[src/rtl/upgrade_pkg.sv]
// Shared types and screen constants for the upgrade pickup path (spawner, collector, sprite ROM).
package upgrade_pkg;

  typedef enum logic [1:0] {
    WAIT   = 2'd0,
    PLACE  = 2'd1,
    ACTIVE = 2'd2
  } state_t;

  localparam logic [15:0] LFSR_MASK = 16'hB400;
  localparam logic [9:0]  SCREEN_W  = 10'd640;
  localparam logic [9:0]  SCREEN_H  = 10'd480;

  // Largest 2^k-1 not exceeding span; keeps a forced draw inside the legal window.
  function automatic logic [9:0] fold_mask(input logic [9:0] span);
    logic [9:0] m;
    m = span | (span >> 1);
    m = m | (m >> 2);
    m = m | (m >> 4);
    m = m | (m >> 8);
    return (m > span) ? (m >> 1) : m;
  endfunction

endpackage

[src/rtl/upgrade_lfsr.sv]
// 16-bit Galois LFSR, right-shifting with feedback mask LFSR_MASK; advances on i_step.
module upgrade_lfsr
  import upgrade_pkg::*;
#(
  parameter logic [15:0] SEED = 16'hACE1
) (
  input  logic        i_clk,
  input  logic        i_rst,
  input  logic        i_step,
  output logic [15:0] o_lfsr
);

  logic [15:0] r_lfsr;

  always_ff @(posedge i_clk) begin
    if (i_rst) begin
      r_lfsr <= SEED;
    end else if (i_step) begin
      r_lfsr <= r_lfsr[0] ? ((r_lfsr >> 1) ^ LFSR_MASK) : (r_lfsr >> 1);
    end
  end

  assign o_lfsr = r_lfsr;

endmodule

[src/rtl/upgrade_spawner.sv]
// Places one upgrade pickup at an LFSR-chosen position after a delay and retires it on collection or timeout.
// Optional UPGRADE_BLINK_EN: sprite blinks (cnt[3]) during the last 64 live frames.
module upgrade_spawner
  import upgrade_pkg::*;
#(
  parameter logic [9:0]  X_MIN       = 10'd32,
  parameter logic [9:0]  X_MAX       = 10'd607,
  parameter logic [9:0]  Y_MIN       = 10'd32,
  parameter logic [9:0]  Y_MAX       = 10'd447,
  parameter logic [9:0]  PARK_X      = 10'd700,
  parameter logic [9:0]  PARK_Y      = 10'd600,
  parameter logic [9:0]  UPG_SIZE    = 10'd6,
  parameter int          SPAWN_DELAY = 300,
  parameter int          LIFETIME    = 600,
  parameter int          MAX_REJECT  = 8,
  parameter logic [15:0] LFSR_SEED   = 16'hACE1
) (
  input  logic       frame_clk,
  input  logic       Reset,
  input  logic       enable,
  input  logic       was_collected,
  output logic [9:0] UpgradeX,
  output logic [9:0] UpgradeY,
  output logic [9:0] Upgrade_Size,
  output logic       upgrade_active,
  output logic       upgrade_visible,
  output logic       respawn
);

  localparam int CNT_MAX   = (SPAWN_DELAY > LIFETIME) ? SPAWN_DELAY : LIFETIME;
  localparam int CNT_W_RAW = $clog2(CNT_MAX + 1);
  localparam int CNT_W     = (CNT_W_RAW < 7) ? 7 : CNT_W_RAW;
  localparam int REJ_W     = $clog2(MAX_REJECT + 1);

  localparam logic [CNT_W-1:0] SD_LOAD  = CNT_W'(SPAWN_DELAY - 1);
  localparam logic [CNT_W-1:0] LT_LOAD  = CNT_W'(LIFETIME - 1);
  localparam logic [REJ_W-1:0] REJ_LAST = REJ_W'(MAX_REJECT - 1);
  localparam logic [9:0]       SX       = X_MAX - X_MIN;
  localparam logic [9:0]       SY       = Y_MAX - Y_MIN;
  localparam logic [9:0]       FOLD_X   = fold_mask(SX);
  localparam logic [9:0]       FOLD_Y   = fold_mask(SY);

  state_t           r_state;
  logic [CNT_W-1:0] r_cnt;
  logic [REJ_W-1:0] r_rej;
  logic [9:0]       r_x;
  logic [9:0]       r_y;
  logic             r_active;
  logic             r_visible;
  logic             r_respawn;
  logic             r_first;

  logic [15:0]      w_lfsr;
  logic [9:0]       w_cx;
  logic [9:0]       w_cy;
  logic             w_fit;
  logic             w_last;
  logic [9:0]       w_cx_pick;
  logic [9:0]       w_cy_pick;
  logic [CNT_W-1:0] w_cnt_dec;
  logic             w_vis_load;
  logic             w_vis_dec;
  logic             w_retire;

  upgrade_lfsr #(
    .SEED (LFSR_SEED)
  ) u_lfsr (
    .i_clk  (frame_clk),
    .i_rst  (Reset),
    .i_step (enable),
    .o_lfsr (w_lfsr)
  );

  assign w_cx      = w_lfsr[9:0];
  assign w_cy      = w_lfsr[15:6];
  assign w_fit     = (w_cx <= SX) && (w_cy <= SY);
  assign w_last    = (r_rej == REJ_LAST);
  assign w_cx_pick = w_fit ? w_cx : (w_cx & FOLD_X);
  assign w_cy_pick = w_fit ? w_cy : (w_cy & FOLD_Y);
  assign w_cnt_dec = r_cnt - CNT_W'(1);
  // The first live frame ignores the flag: the collector is still clearing its latch.
  assign w_retire  = (was_collected && !r_first) || (r_cnt == '0);

`ifdef UPGRADE_BLINK_EN
  assign w_vis_load = (LT_LOAD < CNT_W'(64)) ? LT_LOAD[3] : 1'b1;
  assign w_vis_dec  = (w_cnt_dec < CNT_W'(64)) ? w_cnt_dec[3] : 1'b1;
`else
  assign w_vis_load = 1'b1;
  assign w_vis_dec  = 1'b1;
`endif

  always_ff @(posedge frame_clk) begin
    if (Reset) begin
      r_state   <= WAIT;
      r_cnt     <= SD_LOAD;
      r_rej     <= '0;
      r_x       <= PARK_X;
      r_y       <= PARK_Y;
      r_active  <= 1'b0;
      r_visible <= 1'b0;
      r_respawn <= 1'b0;
      r_first   <= 1'b0;
    end else if (!enable) begin
      r_respawn <= 1'b0;
    end else begin
      r_respawn <= 1'b0;
      case (r_state)
        WAIT: begin
          if (r_cnt == '0) r_state <= PLACE;
          else             r_cnt   <= w_cnt_dec;
        end
        PLACE: begin
          if (w_fit || w_last) begin
            r_state   <= ACTIVE;
            r_rej     <= '0;
            r_x       <= X_MIN + w_cx_pick;
            r_y       <= Y_MIN + w_cy_pick;
            r_cnt     <= LT_LOAD;
            r_active  <= 1'b1;
            r_visible <= w_vis_load;
            r_respawn <= 1'b1;
            r_first   <= 1'b1;
          end else begin
            r_rej <= r_rej + REJ_W'(1);
          end
        end
        ACTIVE: begin
          r_first <= 1'b0;
          if (w_retire) begin
            r_state   <= WAIT;
            r_cnt     <= SD_LOAD;
            r_x       <= PARK_X;
            r_y       <= PARK_Y;
            r_active  <= 1'b0;
            r_visible <= 1'b0;
          end else begin
            r_cnt     <= w_cnt_dec;
            r_visible <= w_vis_dec;
          end
        end
        default: r_state <= WAIT;
      endcase
    end
  end

  assign UpgradeX        = r_x;
  assign UpgradeY        = r_y;
  assign Upgrade_Size    = UPG_SIZE;
  assign upgrade_active  = r_active;
  assign upgrade_visible = r_visible;
  assign respawn         = r_respawn;

endmodule

[config.mk]
export PLATFORM = sky130hd
export DESIGN_NAME = upgrade_spawner
export DESIGN_NICKNAME = d
export VERILOG_FILES = /design/src/rtl/upgrade_pkg.sv /design/src/rtl/upgrade_lfsr.sv /design/src/rtl/upgrade_spawner.sv
export SDC_FILE = /design/constraint.sdc
export NUM_CORES = 1
export LEC_CHECK = 0
export ABC_AREA = 1
export ABC_CLOCK_PERIOD_IN_PS = 2550
export BUFFER_PORTS_ARGS = -buffer_cell sky130_fd_sc_hd__buf_2
export CAP_MARGIN = 20
export CORE_ASPECT_RATIO = 0.8
export CORE_MARGIN = 3
export CORE_UTILIZATION = 62
export DETAILED_ROUTE_END_ITERATION = 8
export PLACE_DENSITY = 0.91
export RECOVER_POWER = 25
export SETUP_SLACK_MARGIN = 0.5
export SLEW_MARGIN = 20
export SYNTH_ARGS = -nofsm -noshare
export SYNTH_HDL_FRONTEND = slang
export SYNTH_SLANG_ARGS = --single-unit
[constraint.sdc]
create_clock -name frame_clk -period 2.55 [get_ports frame_clk]
set_clock_uncertainty 0.05 [all_clocks]
set_input_delay 0.1275 -clock frame_clk [delete_from_list [all_inputs] [get_ports frame_clk]]
set_output_delay 0.1275 -clock frame_clk [all_outputs]
set_load 0.01 [all_outputs]
==> results of run 1 <==
report_power, final:
part | switching (mW) | total (mW) | internal, mW
combinational | 0.273 | 0.413 | 0.141
clock | 0.292 | 0.513 | 0.220
sequential | 0.0553 | 0.999 | 0.943
total | 0.620 | 1.92 | 1.30
metrics by stage:
stage	setup WS [ns]	util	cell area [sq um]	std cells	hold slack [ns]
after global placement	0.620	0.674	2900	462	0.398
after global routing	0.479	0.700	3020	472	0.177
after floorplan	0.918	-	2870	404	0.286
after detailed placement	0.523	0.674	2900	462	0.400
final	0.645	0.700	3020	472	0.170
after CTS	0.670	0.699	3010	471	0.168
cells by family after synthesis:
kind of cell | share of synthesized area
XOR/XNOR | 0.0277
AO/OA/AOI/OAI | 0.0929
other | 0.00264
flip-flops | 0.395
AND/OR/NAND/NOR | 0.334
adder cells (fa/ha/maj) | 0.0396
buffers and inverters | 0.109
worst max-delay path, cell delays in order (launching register included):
cell	delay, ns
dfxtp_1	0.47
nand2_1	0.08
nor2_1	0.13
nor2_2	0.08
nand2_4	0.09
nand3_4	0.27
nand3_4	0.29
inv_1	0.13
nand2_1	0.08
nand3_1	0.06
area by class of cell:
class	count	area, sq um	share of cell area
sequential	56	1120	0.372
multi-input combinational	289	1450	0.482
clock buffer	6	82.6	0.0274
clock inverter	2	15.0	0.00498
tap	57	71.3	0.0237
inverter	33	128	0.0423
timing repair buffer	29	144	0.0477
layer usage:
layer	part of all wire	wire [um]
met5	0	0
met4	0.014	89
met3	0.11	693
met2	0.45	2910
met1	0.43	2840
registers in the layout (all words and copies together), names as in the netlist:
| name | count |
|---|---|
| UpgradeX | 10 |
| UpgradeY | 10 |
| r_cnt | 10 |
| r_first | 1 |
| r_rej | 4 |
| r_state | 2 |
| respawn | 1 |
| u_lfsr.o_lfsr | 16 |
| upgrade_active | 1 |
| upgrade_visible | 1 |
cell usage in the layout, fill, tap and decap left out, types with 3 or more instances in the layout:
| cell type | Yosys | routed |
|---|---|---|
| clkbuf_8 | 0 | 6 |
| nand4_1 | 9 | 9 |
| ha_1 | 9 | 8 |
| inv_1 | 32 | 31 |
| nor2_1 | 56 | 56 |
| o2111ai_1 | 5 | 5 |
| nor3_1 | 3 | 3 |
| clkbuf_1 | 6 | 5 |
| clkinvlp_4 | 0 | 3 |
| conb_1 | 2 | 10 |
| xor2_1 | 8 | 8 |
| nand3_4 | 3 | 3 |
| a21oi_1 | 24 | 24 |
| nand2_1 | 99 | 99 |
| buf_2 | 3 | 22 |
| o21ai_0 | 17 | 17 |
| nand2_2 | 5 | 5 |
| nand3_1 | 29 | 29 |
| dfxtp_1 | 56 | 56 |
final timing paths:
path,start,to,depth (start not counted)
setup / recovery,u_lfsr.o_lfsr[13],UpgradeY[9],9
hold / removal,enable,u_lfsr.o_lfsr[8],2
setup reg to reg,u_lfsr.o_lfsr[13],UpgradeY[9],9
hold reg to reg,UpgradeY[0],UpgradeY[0],2
repair_timing:
item	4_1_cts	5_1_grt
endpoints found under the setup margin	1	6
cloned	0	1
pin swaps	0	1
resized for setup	1	1
hold buffers	0	0
buffers inserted	1	0
==> impl_metrics.env, run 1 <==
export IMPL_antenna_cells=0
export IMPL_cts_sinks=56
export IMPL_grt_pass1_wl_um=10400
export IMPL_fill_cells=372
export IMPL_synth_area_top_cells="dfxtp_1 39%, nand2_1 13%, nor2_1 7.4%"
export IMPL_grt_max_degree=34
export IMPL_cts_buffers=5
export IMPL_clkLatencyLatePin_ns=0.32
export IMPL_yosysUniqueCellTypes=30
export IMPL_htree_levels=2
export IMPL_root_buffer="clkbuf_8"
export IMPL_tightestPinTransition_ns=1.39
export IMPL_rsz0062_at_grt="no"
export IMPL_wire_per_inst_um=13.9
export IMPL_antenna_found_initial=0
export IMPL_die_area_sq_mm=0.00544
export IMPL_finalNetCount=427
export IMPL_startpoint_type="flip-flop"
export IMPL_power_mw=1.92
export IMPL_hpwlAfterDp_um=4360
export IMPL_initial_core_util=0.659
export IMPL_num_vias=2628
export IMPL_met3_usage=0.0500
export IMPL_syn_area_sq_mm=0.00284
export IMPL_max_slew_margin=0.0705
export IMPL_ys_seq_area_frac=0.395
export IMPL_drt_pass1_iter_count=5
export IMPL_fin_crit_sh=0.747
export IMPL_route_detailed_drc=0
export IMPL_die_w_um=81.7
export IMPL_critPathMaxFanout=21
export IMPL_p_leak_nw=1.42
export IMPL_grt_util_all_layers=0.249
export IMPL_arrival_ns=2.01
export IMPL_grt_overflow=0
export IMPL_drt_iter0_markers=292
export IMPL_layout_drive_gt1_share=0.123
export IMPL_dieHeight_um=66.6
export IMPL_cts_tree="built"
export IMPL_crit_type="flip-flop to flip-flop"
export IMPL_setup_viol=0
export IMPL_reg2reg_slack_ns=0.65
export IMPL_busiest_layer="met2"
export IMPL_synth_flop_cell="dfxtp_1"
export IMPL_final_antenna_net_count=0
export IMPL_maxCapViolCount=0
export IMPL_synth_avg_cell_area_sq_um=7.18
export IMPL_power_density_mw_per_mm2=638
export IMPL_met2_usage=0.373
export IMPL_status="finished, final reports clean"
export IMPL_cp_end_kind="flip-flop"
export IMPL_areaGrowthSynthToFinish_pct=6.12
export IMPL_gp_congestion=0.896
export IMPL_cp_data_required_time_ns=2.65
export IMPL_yosysWarnings=0
export IMPL_ys_ff_latch=56
export IMPL_max_freq_mhz=525
export IMPL_synthMostInstantiatedCell="nand2_1"
export IMPL_core_region_area_sq_mm=0.00431
export IMPL_cts_max_path_buffers=2
export IMPL_synth_edf_count=0
export IMPL_async_flop_share=0
export IMPL_use_met1=0.355
export IMPL_io_pins=37
export IMPL_yosys_area_top_type="dfxtp_1"
export IMPL_clkTransAtPathRegs_ns=0.10
export IMPL_synth_top_area_share=0.395
export IMPL_min_path_type="input port to flip-flop"
export IMPL_min_period_ns=1.90
export IMPL_grt_pass1_vias=2192
export IMPL_synthCells=396
export IMPL_fin_setup_tns_ns=0
export IMPL_rows=21
export IMPL_peakVddDrop_mv=0.393
export IMPL_numPortBuffers=26
export IMPL_vias_per_cell=5.57
export IMPL_maxSlewViolCount=0
export IMPL_hold_viol=0
export IMPL_routed_wl_um=6540
export IMPL_yosys_top_cells_count="99 x nand2_1, 56 x dfxtp_1, 56 x nor2_1"
No activity file was read; power rests on OpenSTA's default activity.
==> inputs of run 2 (changes only) <==
--- a/config.mk
+++ b/config.mk
@@ -6,14 +6,14 @@
 export NUM_CORES = 1
 export LEC_CHECK = 0
 export ABC_AREA = 1
-export ABC_CLOCK_PERIOD_IN_PS = 2550
+export ABC_CLOCK_PERIOD_IN_PS = 1760
 export BUFFER_PORTS_ARGS = -buffer_cell sky130_fd_sc_hd__buf_2
 export CAP_MARGIN = 20
 export CORE_ASPECT_RATIO = 0.8
 export CORE_MARGIN = 3
-export CORE_UTILIZATION = 62
+export CORE_UTILIZATION = 57
 export DETAILED_ROUTE_END_ITERATION = 8
-export PLACE_DENSITY = 0.91
+export PLACE_DENSITY = 0.85
 export RECOVER_POWER = 25
 export SETUP_SLACK_MARGIN = 0.5
 export SLEW_MARGIN = 20
==> constraint.sdc (replaced) <==
create_clock -name frame_clk -period 1.76 [get_ports frame_clk]
set_clock_uncertainty 0.05 [all_clocks]
set_input_delay 0.088 -clock frame_clk [delete_from_list [all_inputs] [get_ports frame_clk]]
set_output_delay 0.088 -clock frame_clk [all_outputs]
set_load 0.01 [all_outputs]
==> run 2 against run 1 <==
Net effect: the flow now finishes with violations (negative setup slack); critical path type unchanged; non-clock buffer count grew 50; first-iteration DRC count grew 140%; global-route usage grew 7.2 points.
==> impl_metrics.env, run 2 (same netlist as run 1, synthesis figures left out) <==
export IMPL_grt_pass1_vias=3119
export IMPL_dpl_cell_count=472
export IMPL_multi_input_area_sq_mm=0.00182
export IMPL_layout_cells_most_common="nand2_1"
export IMPL_largest_register_ffs=16
export IMPL_rsz0062_at_grt="yes"
export IMPL_clkTransAtPathRegs_ns=0.11
export IMPL_power_density_mw_per_mm2=844
export IMPL_antenna_cells=0
export IMPL_grt_util_all_layers=0.322
export IMPL_crit_chain="nor2_2 > nand2_4 > nor2_4 > nand2_4 > nand3_4 > buf_12 > nand3_4 > a21oi_2 > nand2_1"
export IMPL_fin_setup_tns_ns=-0.129
export IMPL_cts_sinks=56
export IMPL_r2r_start="r_cnt[8]"
export IMPL_die_w_um=84.9
export IMPL_clkLatencyLatePin_ns=0.33
export IMPL_maxSlewViolCount=0
export IMPL_max_slew_margin=0.296
export IMPL_final_antenna_net_count=0
export IMPL_hold_viol=0
export IMPL_routed_wl_um=11900
export IMPL_cp_data_required_time_ns=1.92
export IMPL_peakVddDrop_mv=0.707
export IMPL_areaGrowthSynthToFinish_pct=37.8
export IMPL_fin_hold_ws_ns=0.203
export IMPL_max_stage_delay_ns=0.41
export IMPL_route_detailed_drc=0
export IMPL_gp_congestion=0.840
export IMPL_core_region_area_sq_mm=0.00471
export IMPL_drt_pass1_iter_count=8
export IMPL_maxCapViolCount=0
export IMPL_min_path_type="input port to flip-flop"
export IMPL_num_vias=3548
export IMPL_cp_startpoint="r_cnt[8]"
export IMPL_root_buffer="clkbuf_8"
export IMPL_max_freq_mhz=550
export IMPL_grt_overflow=0
export IMPL_critPathMaxFanout=7
export IMPL_die_area_sq_mm=0.00587
export IMPL_setup_ws_ns=-0.0580
export IMPL_status="complete, but fails checks"
export IMPL_stdcell_count=528
export IMPL_setup_viol=4
export IMPL_grt_max_degree=34
export IMPL_power_mw=3.31
export IMPL_critPathBufInv=1
export IMPL_htree_levels=2
export IMPL_cts_buffers=5
export IMPL_mostFrequentLayoutCells="74 x nand2_1, 47 x nor2_1, 41 x dfxtp_1"
export IMPL_p_leak_nw=1.75
export IMPL_final_core_util=0.832
export IMPL_numPortBuffers=26
export IMPL_ff2ff_path_depth=9
export IMPL_layout_drive_gt1_share=0.385
export IMPL_grt_pass1_wl_um=15400
export IMPL_r2r_end="UpgradeY[4]"
export IMPL_hpwlAfterDp_um=4480
export IMPL_cts_max_path_buffers=2
export IMPL_reg2reg_slack_ns=-0.06
export IMPL_vias_per_cell=6.72
export IMPL_cp_num_cells=9
export IMPL_cp_end_kind="flip-flop"
export IMPL_antenna_found_initial=0
export IMPL_critPathSlowestCell="dfxtp_1"
export IMPL_min_period_ns=1.82
export IMPL_rows=22
export IMPL_io_pins=37
export IMPL_cts_tree="built"
export IMPL_violations="negative setup slack"
export IMPL_arrival_ns=1.97
export IMPL_drt_iter0_markers=701
export IMPL_wire_per_inst_um=22.6
export IMPL_crit_end="UpgradeY[4]"
export IMPL_initial_core_util=0.604
export IMPL_seq_area_sq_mm=0.00116
export IMPL_fin_crit_sh=1.03
export IMPL_finalNetCount=480
export IMPL_fill_cells=212
export IMPL_startpoint_type="flip-flop"
export IMPL_tightestPinTransition_ns=1.06
export IMPL_cp_top_family="simple AND/OR/NAND/NOR gates"
export IMPL_crit_type="flip-flop to flip-flop"
export IMPL_dieHeight_um=69.2
## run 2: routing by layer
metal	global-route usage	vias up	share of wire
met5	0	-	0
met1	0.418	1568	0.35
met2	0.494	435	0.41
met4	0.160	0	0.083
met3	0.0789	134	0.16
li1	-	1411	-
## run 2: worst min path at each step
stage / start / endpoint / slack (ns) / depth (start not counted)
2_1_floorplan: Reset / u_lfsr.o_lfsr[8] / 0.25 / 3
3_3_place_gp: UpgradeX[5] / UpgradeX[5] / 0.40 / 2
3_5_place_dp: UpgradeY[0] / UpgradeY[0] / 0.40 / 2
4_1_cts: enable / u_lfsr.o_lfsr[8] / 0.14 / 2
5_1_grt: Reset / upgrade_active / 0.21 / 3
6_report: Reset / upgrade_active / 0.20 / 3
## run 2: area by class of cell
type / count / share of cell area
multi-input cells: 292 / 0.465
flip-flops and latches: 56 / 0.296
repair buffers: 79 / 0.160
inverters: 33 / 0.0367
well taps: 60 / 0.0192
clock buffers: 5 / 0.0176
clock inverters: 3 / 0.00607
## run 2: tightest hold or removal path: cells and delay by family
family                 cells  cell delay (ns)
AO/OA/AOI/OAI              1             0.04
buffers and inverters      2             0.40
## run 2: per-stage QoR
| stage | cell area, sq um | setup slack, ns |
|---|---|---|
| after floorplan | 2960 | 0.315 |
| after global placement | 3040 | 0.146 |
| after detailed placement | 3040 | 0.0528 |
| after CTS | 3680 | 0.219 |
| after global routing | 3920 | -0.0690 |
| final | 3920 | -0.0580 |
## run 2: timing repair
item / in CTS / in global routing
resized for setup: 61 / 51
setup buffers: 33 / 10
hold buffers: 0 / 0
gates cloned: 5 / 0
setup endpoints to repair: 39 / 40
pin swaps: 21 / 32
## run 2: where the power goes
part | leakage, nW | switching [mW] | internal, mW
logic | 1.24 | 0.653 | 0.413
registers | 0.464 | 0.111 | 1.37
clock network | 0.0404 | 0.475 | 0.284
